[src/rtl/pe_mem_adapter.sv]
// Adapter between a PE scratchpad-style port and a valid/ready backing memory,
// with a one-entry read-hold register that serves repeat reads without a memory trip.
module pe_mem_adapter #(
  parameter int unsigned ADDR_WIDTH = 32,
  parameter int unsigned DATA_WIDTH = 32
) (
  input  logic                  aclk,
  input  logic                  aresetn,
  input  logic [ADDR_WIDTH-1:0] pe_address0,
  input  logic                  pe_ce0,
  input  logic                  pe_we0,
  input  logic [DATA_WIDTH-1:0] pe_d0,
  output logic [DATA_WIDTH-1:0] pe_q0,
  output logic                  pe_valid0,
  output logic                  memory_stall,
  output logic                  mem_req_valid,
  input  logic                  mem_req_ready,
  output logic [ADDR_WIDTH-1:0] mem_req_addr,
  output logic                  mem_req_we,
  output logic [DATA_WIDTH-1:0] mem_req_wdata,
  input  logic                  mem_rsp_valid,
  input  logic [DATA_WIDTH-1:0] mem_rsp_data,
  output logic [31:0]           hit_cnt,
  output logic [31:0]           miss_cnt
);

  typedef enum logic [1:0] {
    IDLE     = 2'd0,
    REQ      = 2'd1,
    WAIT_RSP = 2'd2
  } state_t;

  state_t                state_q, state_d;
  logic [DATA_WIDTH-1:0] pe_q0_q, pe_q0_d;
  logic                  pe_valid0_q, pe_valid0_d;
  logic                  stall_q, stall_d;
  logic                  req_valid_q, req_valid_d;
  logic [ADDR_WIDTH-1:0] req_addr_q, req_addr_d;
  logic                  req_we_q, req_we_d;
  logic [DATA_WIDTH-1:0] req_wdata_q, req_wdata_d;
  logic [31:0]           hit_cnt_q, hit_cnt_d;
  logic [31:0]           miss_cnt_q, miss_cnt_d;
  logic                  hold_valid_q, hold_valid_d;
  logic [ADDR_WIDTH-1:0] hold_addr_q, hold_addr_d;
  logic [DATA_WIDTH-1:0] hold_data_q, hold_data_d;

  logic hold_match;
  assign hold_match = hold_valid_q && (pe_address0 == hold_addr_q);

  always_comb begin
    state_d      = state_q;
    pe_q0_d      = pe_q0_q;
    pe_valid0_d  = 1'b0;
    req_valid_d  = req_valid_q;
    req_addr_d   = req_addr_q;
    req_we_d     = req_we_q;
    req_wdata_d  = req_wdata_q;
    hit_cnt_d    = hit_cnt_q;
    miss_cnt_d   = miss_cnt_q;
    hold_valid_d = hold_valid_q;
    hold_addr_d  = hold_addr_q;
    hold_data_d  = hold_data_q;

    unique case (state_q)
      IDLE: begin
        if (pe_ce0) begin
          if (pe_we0) begin
            req_valid_d = 1'b1;
            req_addr_d  = pe_address0;
            req_we_d    = 1'b1;
            req_wdata_d = pe_d0;
            state_d     = REQ;
            // Write-through keeps the hold entry coherent with memory.
            if (hold_match) hold_data_d = pe_d0;
          end else if (hold_match) begin
            pe_q0_d     = hold_data_q;
            pe_valid0_d = 1'b1;
            hit_cnt_d   = (hit_cnt_q != '1) ? hit_cnt_q + 32'd1 : hit_cnt_q;
          end else begin
            req_valid_d = 1'b1;
            req_addr_d  = pe_address0;
            req_we_d    = 1'b0;
            state_d     = REQ;
            miss_cnt_d  = (miss_cnt_q != '1) ? miss_cnt_q + 32'd1 : miss_cnt_q;
          end
        end
      end
      REQ: begin
        if (mem_req_ready) begin
          req_valid_d = 1'b0;
          if (req_we_q) begin
            pe_valid0_d = 1'b1;
            state_d     = IDLE;
          end else begin
            state_d = WAIT_RSP;
          end
        end
      end
      WAIT_RSP: begin
        if (mem_rsp_valid) begin
          pe_q0_d      = mem_rsp_data;
          pe_valid0_d  = 1'b1;
          hold_valid_d = 1'b1;
          hold_addr_d  = req_addr_q;
          hold_data_d  = mem_rsp_data;
          state_d      = IDLE;
        end
      end
      default: state_d = IDLE;
    endcase

    stall_d = (state_d != IDLE);
  end

  always_ff @(posedge aclk or negedge aresetn) begin
    if (!aresetn) begin
      state_q      <= IDLE;
      pe_q0_q      <= '0;
      pe_valid0_q  <= 1'b0;
      stall_q      <= 1'b0;
      req_valid_q  <= 1'b0;
      req_addr_q   <= '0;
      req_we_q     <= 1'b0;
      req_wdata_q  <= '0;
      hit_cnt_q    <= '0;
      miss_cnt_q   <= '0;
      hold_valid_q <= 1'b0;
      hold_addr_q  <= '0;
      hold_data_q  <= '0;
    end else begin
      state_q      <= state_d;
      pe_q0_q      <= pe_q0_d;
      pe_valid0_q  <= pe_valid0_d;
      stall_q      <= stall_d;
      req_valid_q  <= req_valid_d;
      req_addr_q   <= req_addr_d;
      req_we_q     <= req_we_d;
      req_wdata_q  <= req_wdata_d;
      hit_cnt_q    <= hit_cnt_d;
      miss_cnt_q   <= miss_cnt_d;
      hold_valid_q <= hold_valid_d;
      hold_addr_q  <= hold_addr_d;
      hold_data_q  <= hold_data_d;
    end
  end

  assign pe_q0         = pe_q0_q;
  assign pe_valid0     = pe_valid0_q;
  assign memory_stall  = stall_q;
  assign mem_req_valid = req_valid_q;
  assign mem_req_addr  = req_addr_q;
  assign mem_req_we    = req_we_q;
  assign mem_req_wdata = req_wdata_q;
  assign hit_cnt       = hit_cnt_q;
  assign miss_cnt      = miss_cnt_q;

endmodule

[config.mk]
export PLATFORM = sky130hd
export DESIGN_NAME = pe_mem_adapter
export DESIGN_NICKNAME = d
export VERILOG_FILES = /design/src/rtl/pe_mem_adapter.sv
export SDC_FILE = /design/constraint.sdc
export NUM_CORES = 1
export LEC_CHECK = 0
export BUFFER_PORTS_ARGS = -buffer_cell sky130_fd_sc_hd__buf_4
export CORE_MARGIN = 2
export CORE_UTILIZATION = 40
export CTS_BUF_LIST = sky130_fd_sc_hd__clkbuf_8
export DETAILED_ROUTE_END_ITERATION = 6
export PLACE_DENSITY = 0.73
export SLEW_MARGIN = 20
export SYNTH_ARGS = -nofsm -noshare
export SYNTH_HDL_FRONTEND = slang
export SYNTH_SLANG_ARGS = --single-unit
export TNS_END_PERCENT = 5
[constraint.sdc]
create_clock -name aclk -period 7.68 [get_ports aclk]
set_input_delay 0.384 -clock aclk [delete_from_list [all_inputs] [get_ports aclk]]
set_output_delay 0.384 -clock aclk [all_outputs]
set_load 0.03 [all_outputs]
==> metrics.cfg <==
[synth]
yosysUniqueCellTypes = 45
syn_area_um2 = 10400
syn_area_per_cell_um2 = 11.8
synthArstFlopShare_pct = 100
synth-main-ff-cell = dfrtp_1
syn-num-nets = 981
ys_ff_latch = 231
ys.warnings.count = 0
yosysSeqAreaShare_pct = 55.8
synthCells = 877
synth_edf_count = 0

[place]
pre_cts_slack_ns = 4.31
port_buffers = 265
dp_hpwl_um = 19000
gp_congestion = 0.784

[setup_path]
critical_path_class = reg2reg
required_ns = 8.09
cp.arrival_ns = 3.75
rr_worst_depth = 6
start_kind = flip-flop
end_kind = flip-flop
cp_max_fo = 35

[sta]
slew_viol_final = 0
finalSetupTns_ns = 0
slew-limit-headroom_pct = 27.7
worst_pin_slew_ns = 1.08
skew_ns = 0.0211
timing.final.ws_setup_ns = 4.34
setup_viol = 0
max_freq_ghz = 0.299
finalCriticalPeriod_ns = 3.34
rsz0062_at_grt = false
finalHoldViolations = 0
period_share_pct = 43.5
worst_hold_slack_ns = 0.0914

[die]
die_y_um = 165
die-width_um = 165
num_rows = 58
initial_core_util_pct = 40.9
core_area_um2 = 25300
die_area_um2 = 27200
pin_count = 266

[run]
maxCapViolCount = 0

[power]
vdd_ir_drop_max_v = 0.000230
p_leak_uw = 0.00648
p_per_area_nw_per_um2 = 378

[drt]
dr.pass1.iters = 5
vias_per_cell = 5.24
wl_per_cell_um = 18.5
drt_first_iter_violations = 443
drc = 0
routed_wl_um = 27900
vias = 7914
ant_nets = 0

[cts]
cts_sinks = 231
clkLatencyLatePin_ns = 0.54
cts.htree.levels = 2
cts_made_buffers = 41
cts-root-buf = clkbuf_8
postCtsSetupBuffers = 0
cts_tree = built
cts_buffer_depth = 3
cts.clk_slew.worst_paths_ns = 0.06

[finish]
utilization_pct = 53.6
drive_gt1_share_pct = 39.1
fin_nets = 1253
syn_to_final_growth_pct = 31.0

[hold_path]
min-delay-path-class = in2reg
whs_path_depth = 2

[grt]
overflow = 0
antenna_found_initial = 2
grt_pass1_wl_um = 44400
grt_max_degree = 112
track_usage_pct = 20.7
grt_pass1_vias = 8115

[run_status]
outcome = complete, no violations

==> routing by layer <==
| metal | routed length [um] | track usage, % | share of wire, % |
|---|---|---|---|
| met5 | 16 | 0 | 0.057 |
| met2 | 13300 | 34.0 | 48 |
| met3 | 1840 | 4.90 | 6.6 |
| met4 | 721 | 6.52 | 2.6 |
| met1 | 12000 | 27.3 | 43 |
==> final timing paths <==
kind	start	slack, ns	endpoint
worst max register to register	state_q[1]	4.34	hit_cnt[18]
worst min register to register	miss_cnt[20]	0.49	miss_cnt[20]
worst min-delay path	mem_rsp_valid	0.09	state_q[1]
min in group asynchronous	aresetn	0.50	mem_req_wdata[22]
max in group asynchronous	aresetn	5.73	miss_cnt[5]
worst max-delay path	state_q[1]	4.34	hit_cnt[18]
==> worst max-delay path, cell delays in order (launching register included) <==
cell	delay, ns
dfrtp_1	0.79
or2_1	0.43
or3b_4	0.44
nor4_4	0.22
o2111ai_4	0.55
or4_1	0.64
xnor2_1	0.14
==> stage by stage <==
stage	instances	cell area [um2]	total power (uW)
4_1_cts	1509	13600	5180
3_3_place_gp	1435	12700	3900
6_report	1510	13600	5130
3_5_place_dp	1435	12700	3960
5_1_grt	1510	13600	5420
2_1_floorplan	877	10400	3190
==> report_power, final <==
group | internal, uW | switching (uW) | leakage [uW] | total [uW]
registers | 1650 | 291 | 0.00275 | 1940
clock network | 683 | 515 | 0.000494 | 1200
logic | 865 | 1120 | 0.00324 | 1990
==> area by class of cell <==
class                      count  area [um2]
clock buffer                  56         771
clock inverter                17         101
fill                        2185       11800
inverter                      44         165
antenna                        1        2.50
timing repair buffer         278        2100
multi-input combinational    553        4240
sequential                   231        5780
tap                          330         413
==> flip-flops by register name, indices dropped and copies added, names as in the netlist <==
name and cells:
hit_cnt 32, hold_addr_q 32, hold_data_q 32, hold_valid_q 1, mem_req_addr 32, mem_req_valid 1, mem_req_wdata 32, mem_req_we 1
memory_stall 1, miss_cnt 32, pe_q0 32, pe_valid0 1, state_q 2
==> placed cells by master (no fill, tap or decap), drive strengths merged <==
master       count
nand2           28
nand3b           4
o2111ai          2
mux2            98
dfrtp          231
diode            1
nor4b            2
or4              3
or3b             2
o21ai          101
nand4           29
xnor2           39
nor4            21
o211ai           1
inv             55
or2              4
clkinv           5
bufinv           1
and4             5
nand3           25
a2bb2oi         64
xor2            55
clkbuf          56
nor3            30
nor2            19
and3             9
dlygate4sd3      1
nor3b            2
o32ai            1
ha               2
and2             4
a21o             1
buf            277
nand2b           1
or3              1
==> cell families after synthesis <==
| logic type | Yosys count | synth area share, % |
|---|---|---|
| and+or+nand+nor | 189 | 10.9 |
| adders and majority gates | 2 | 0.241 |
| buffers and inverters | 93 | 3.59 |
| muxes | 98 | 10.6 |
| xor gates and xnor gates | 94 | 7.94 |
| DFF | 231 | 55.8 |
| AOI/OAI and AO/OA | 170 | 10.9 |
==> Yosys cell counts (2+ instances only) <==
cell type | n | area (um2)
a2bb2oi_1 | 64 | 561
and2_1 | 4 | 25.0
and3_1 | 9 | 56.3
and4_1 | 5 | 43.8
buf_2 | 6 | 30.0
buf_4 | 2 | 15.0
clkbuf_1 | 39 | 146
dfrtp_1 | 231 | 5780
ha_1 | 2 | 25.0
inv_1 | 44 | 165
mux2_2 | 97 | 1090
nand2_1 | 28 | 105
nand3_1 | 25 | 125
nand3b_1 | 4 | 30.0
nand4_1 | 29 | 181
nor2_1 | 19 | 71.3
nor3_1 | 28 | 140
nor3_2 | 2 | 20.0
nor4_1 | 11 | 68.8
nor4_2 | 8 | 100
nor4_4 | 2 | 42.5
nor4b_1 | 2 | 17.5
o21ai_0 | 97 | 485
o21ai_1 | 4 | 20.0
or2_1 | 2 | 12.5
or4_1 | 2 | 15.0
xnor2_1 | 39 | 342
xor2_1 | 55 | 482
==> what timing repair did <==
item,in CTS,in global routing
resized for setup,0,0
endpoints found under the setup margin,0,0
hold buffers,1,0
hold endpoints to repair,109,0
(Power assumes the default switching activity.)
